$ cat config.mk
export PLATFORM = sky130hd
export DESIGN_NAME = serial_sub_ctrl
export DESIGN_NICKNAME = d
export VERILOG_FILES = /design/src/rtl/serial_sub_ctrl_pkg.sv /design/src/rtl/serial_sub_ctrl_sub_bit_cell.sv /design/src/rtl/serial_sub_ctrl.sv
export SDC_FILE = /design/constraint.sdc
export NUM_CORES = 1
export LEC_CHECK = 0
export CAP_MARGIN = 20
export CORE_ASPECT_RATIO = 0.7
export CORE_MARGIN = 2
export CORE_UTILIZATION = 37
export DETAILED_ROUTE_END_ITERATION = 6
export DONT_BUFFER_PORTS = 1
export PLACE_DENSITY = 0.53
export SETUP_SLACK_MARGIN = 0.4
export SYNTH_ARGS = -nofsm -noshare
export SYNTH_HDL_FRONTEND = slang
export SYNTH_SLANG_ARGS = --single-unit
$ cat constraint.sdc
create_clock -name clk -period 1.75 [get_ports clk]
set_input_delay 0.4375 -clock clk [delete_from_list [all_inputs] [get_ports clk]]
set_output_delay 0.4375 -clock clk [all_outputs]
set_load 0.01 [all_outputs]
$ cat src/rtl/serial_sub_ctrl_pkg.sv
// Shared types for the bit-serial subtractor controller.
// Holds the FSM state encoding used by serial_sub_ctrl.
package serial_sub_ctrl_pkg;

  typedef enum logic [1:0] {
    S_IDLE = 2'd0,
    S_RUN  = 2'd1,
    S_DONE = 2'd2
  } state_t;

endpackage

$ cat src/rtl/serial_sub_ctrl_sub_bit_cell.sv
// Combinational one-bit full subtractor: d = a - b - bw_in.
// Ports: a, b, bw_in in; d (difference bit), bw_out (borrow) out.
module sub_bit_cell (
  input  logic a,
  input  logic b,
  input  logic bw_in,
  output logic d,
  output logic bw_out
);

  assign d      = a ^ b ^ bw_in;
  assign bw_out = (~a & b) | (~a & bw_in) | (b & bw_in);

endmodule

$ cat src/rtl/serial_sub_ctrl.sv
// Bit-serial subtractor: start handshake in, LSB-first run, result handshake out.
// Ports: clk, reset (sync, active-high); start_valid/start_ready, a, b, borrow_in;
//   result_valid/result_ready, diff, borrow_out; busy; ovf only when SERIAL_SUB_OVF_EN is defined.
module serial_sub_ctrl
  import serial_sub_ctrl_pkg::*;
#(
  parameter int WIDTH = 5
) (
  input  logic             clk,
  input  logic             reset,
  input  logic             start_valid,
  output logic             start_ready,
  input  logic [WIDTH-1:0] a,
  input  logic [WIDTH-1:0] b,
  input  logic             borrow_in,
  output logic             result_valid,
  input  logic             result_ready,
  output logic [WIDTH-1:0] diff,
  output logic             borrow_out,
`ifdef SERIAL_SUB_OVF_EN
  output logic             busy,
  output logic             ovf
`else
  output logic             busy
`endif
);

  localparam int CNT_W = (WIDTH > 1) ? $clog2(WIDTH) : 1;
  localparam logic [CNT_W-1:0] LAST = CNT_W'(WIDTH - 1);
  localparam logic [CNT_W-1:0] ONE  = CNT_W'(1);

  if (WIDTH < 2 || WIDTH > 32) begin : g_bad_width
    $error("serial_sub_ctrl: WIDTH must be 2..32");
  end

  state_t           state_q;
  state_t           state_d;
  logic [CNT_W-1:0] cnt_q;
  logic [WIDTH-1:0] a_q;
  logic [WIDTH-1:0] b_q;
  logic [WIDTH-1:0] diff_q;
  logic             bw_q;
  logic             d_bit;
  logic             bw_nxt;
  logic             accept;
  logic             last;
  logic             run;

  assign start_ready  = (state_q == S_IDLE);
  assign result_valid = (state_q == S_DONE);
  assign run          = (state_q == S_RUN);
  assign busy         = run;
  assign accept       = start_valid & start_ready;
  assign last         = (cnt_q == LAST);
  assign diff         = diff_q;
  assign borrow_out   = bw_q;

  sub_bit_cell u_cell (
    .a      (a_q[0]),
    .b      (b_q[0]),
    .bw_in  (bw_q),
    .d      (d_bit),
    .bw_out (bw_nxt)
  );

  always_ff @(posedge clk) begin
    if (reset) state_q <= S_IDLE;
    else       state_q <= state_d;
  end

  always_comb begin
    state_d = state_q;
    unique case (state_q)
      S_IDLE: if (accept)       state_d = S_RUN;
      S_RUN:  if (last)         state_d = S_DONE;
      S_DONE: if (result_ready) state_d = S_IDLE;
      default:                  state_d = S_IDLE;
    endcase
  end

  // Operands shift right so bit cnt always sits at index 0;
  // difference bits enter at the MSB and settle LSB-aligned.
  always_ff @(posedge clk) begin
    if (reset) begin
      cnt_q  <= '0;
      a_q    <= '0;
      b_q    <= '0;
      diff_q <= '0;
      bw_q   <= 1'b0;
    end else if (accept) begin
      cnt_q  <= '0;
      a_q    <= a;
      b_q    <= b;
      bw_q   <= borrow_in;
    end else if (run) begin
      a_q    <= a_q >> 1;
      b_q    <= b_q >> 1;
      bw_q   <= bw_nxt;
      diff_q <= {d_bit, diff_q[WIDTH-1:1]};
      cnt_q  <= last ? '0 : cnt_q + ONE;
    end
  end

`ifdef SERIAL_SUB_OVF_EN
  // MSBs are kept aside because the shift registers
  // have consumed them by the time the run ends.
  logic a_msb_q;
  logic b_msb_q;
  logic ovf_q;

  always_ff @(posedge clk) begin
    if (reset) begin
      a_msb_q <= 1'b0;
      b_msb_q <= 1'b0;
      ovf_q   <= 1'b0;
    end else begin
      if (accept) begin
        a_msb_q <= a[WIDTH-1];
        b_msb_q <= b[WIDTH-1];
      end
      if (run && last)
        ovf_q <= (a_msb_q ^ b_msb_q) & (d_bit ^ a_msb_q);
    end
  end

  assign ovf = ovf_q;
`endif

endmodule
==> results.yml <==
cts:
  clock-sinks: 21
  path_clk_slew_ns: 0.07
  clock_latency_ns: 0.26
  cts_tree: "done"
  cts_buffer_depth: 2
  ctsHoldBuffers: 0
  htree_levels: 1
  cts_root_buf: "clkbuf_8"
  cts_buffers: 3
layout:
  final_nets: 136
  diodes: 0
  n_fill_cell: 246
  synthToLayoutAreaGrowth_pct: 10.3
  design_area_mm2: 0.00105
  final_cells: 151
  drive_gt1_share_pct: 15.4
  fin_util_pct: 42.9
routing:
  via_per_inst: 5.11
  vias: 771
  drt_first_pass_iters: 4
  wirelength_mm: 2.12
  postRouteAntennaNets: 0
  wl_per_cell_um: 14.0
  drc_errors: 0
  drtIter0Drc: 30
placement:
  io_buffers: 0
  dp_slack_ns: 0.324
  gp_congestion: 0.751
  postPlaceCellArea_um2: 955
  dp_hpwl_mm: 1.42
  dpl.cell_count: 142
yosys:
  synth_area_leader_cell: "dfxtp_1"
  synth_edf_count: 0
  synth_ff_type: "dfxtp_1"
  postSynthCellCount: 114
  yosysSeqAreaShare_pct: 44.0
  syn_nets: 132
  yosysWarnings: 0
  synthTopCellsByArea: "dfxtp_1, a21oi_1, nand2_1, a211oi_1, nor2_1"
  syn-cell-area_um2: 956
  synth_top_area_share_pct: 44.0
  async_flop_share_pct: 0
  postSynthAreaPerCell_um2: 8.39
  synth_cell_types: 23
  ys_ff_latch: 21
timing:
  tightest_slew_ns: 0.442
  hold_viol_final: 0
  setup_slack_ns: 0.417
  finalSetupViolations: 0
  timing.slew.headroom_pct: 70.5
  slew_viol_final: 0
  fin_skew_ns: 0.00155
  finalCritPeriodShare_pct: 76.1
  fmax_ghz: 0.750
  grt_setup_unrepaired: "yes"
  layout_min_cycle_time_ns: 1.33
  whs_ns: 0.234
  fin_tns_setup_ns: 0
floorplanning:
  rows: 15
  fp.dieArea_mm2: 0.00301
  initial_core_util_pct: 38.9
  core_mm2: 0.00246
  dieWidth_um: 64.8
  fp.dieH_um: 46.5
  pin_count: 24
grt:
  grt_pass1_wl_mm: 3.26
  grt_pass1_vias: 686
  grt_antenna_before_repair: 0
  grt_usage_pct: 15.3
  grt.overflow.total: 0
  grt_max_degree: 20
setup_path:
  start_kind: "flip-flop"
  reg2reg_setup_slack_ns: 0.46
  worstPathArrival_ns: 0.90
  cp_cell_sequence: "nand2b_4, inv_8"
  crit_path_max_incr_delay_ns: 0.37
  crit_path_end_kind: "output pin"
  crit_slowest_cell: "dfxtp_4"
  required_ns: 1.31
  critPathMaxFanout: 7
  path_class: "flip-flop to output pin"
min_path:
  hold_path_class: "primary input to flip-flop"
outcome:
  outcome: "finished clean"
power_and_ir_drop:
  peakVddDrop_mv: 0.458
  p_total_mw: 0.995
  power_leakage_nw: 0.383
  p_per_area_mw_per_mm2: 944
run:
  max-cap-violations: 0
-- final cells by class --
cell class              count  area (µm²)  share of cell area, %
well taps                  34        42.5                   4.03
inverters                   7        33.8                   3.20
clock buffers               4        45.0                   4.27
repair inverters            2        10.0                  0.949
repair buffers              4        30.0                   2.85
flip-flops and latches     21         428                   40.6
multi-input cells          79         465                   44.1
-- flip-flops by register name, summed over array words and instances, names as in the netlist --
name and count:
diff 5, a_q 5, b_q 5, cnt_q 3, state_q 2, borrow_out 1
-- worst paths after layout --
path                               end               startpoint  cells after the start
hold / removal    diff[4]$_SDFFE_PP0P_                    reset                      1
hold reg to reg    a_q[2]$_SDFFE_PP0P_      a_q[3]$_SDFFE_PP0P_                      2
setup / recovery                  busy  state_q[1]$_SDFFE_PP0P_                      2
setup reg to reg   b_q[2]$_SDFFE_PP0P_  state_q[1]$_SDFFE_PP0P_                      5
-- routing by layer --
layer  share of wire [%]  up-vias  wire [µm]  global-route usage (%)
met5                   0        -          0                       0
met4                0.47        0         10                    5.11
met3                 6.5        2        137                    6.60
met2                  49       16       1030                    24.7
met1                  44      361        943                    18.6
li1                    -      392          -                       -
-- critical path: cells and delay by family, from the launching register on --
family	cells	cell delay (ns)
flip-flops	1	0.37
AND/OR/NAND/NOR	1	0.18
buffers and inverters	1	0.08
-- cell usage in the layout (no fill, tap or decap), types with 2 or more instances in the layout --
cell      count
a211oi_1      8
a211oi_2      2
a21oi_1      16
buf_4         4
clkbuf_8      3
dfxtp_1      19
dfxtp_4       2
ha_1          2
inv_1         6
nand2_1      20
nand2b_1      2
nand3_1       3
nor2_1       14
o22ai_1       3
-- synthesized netlist by cell type (3+ instances only) --
cell type and number:
o22ai_1 3, nand3_1 3, inv_1 6, a21oi_1 16, nand2b_1 3, nor2_1 14
dfxtp_1 21, nand2_1 20, buf_6 3, a211oi_1 8
-- cells by family after synthesis --
logic type | count (synthesis) | share of synthesized area, %
AO/OA/AOI/OAI | 32 | 21.7
adder cells (fa/ha/maj) | 3 | 4.71
buffers and inverters | 14 | 8.38
flip-flops | 21 | 44.0
AND/OR/NAND/NOR | 44 | 21.2
-- report_power, final --
part           internal [mW]  switching [mW]
clock network          0.162           0.153
registers              0.507          0.0290
logic                 0.0615          0.0820
total                  0.731           0.264
-- what timing repair did --
action | CTS | global route
hold endpoints to repair | 0 | 0
resized for setup | 9 | 0
gates cloned | 2 | 0
setup buffers | 3 | 0
setup endpoints to repair | 8 | 4
pin swaps | 0 | 2
Note: power is estimated with default switching activity, not from simulation.
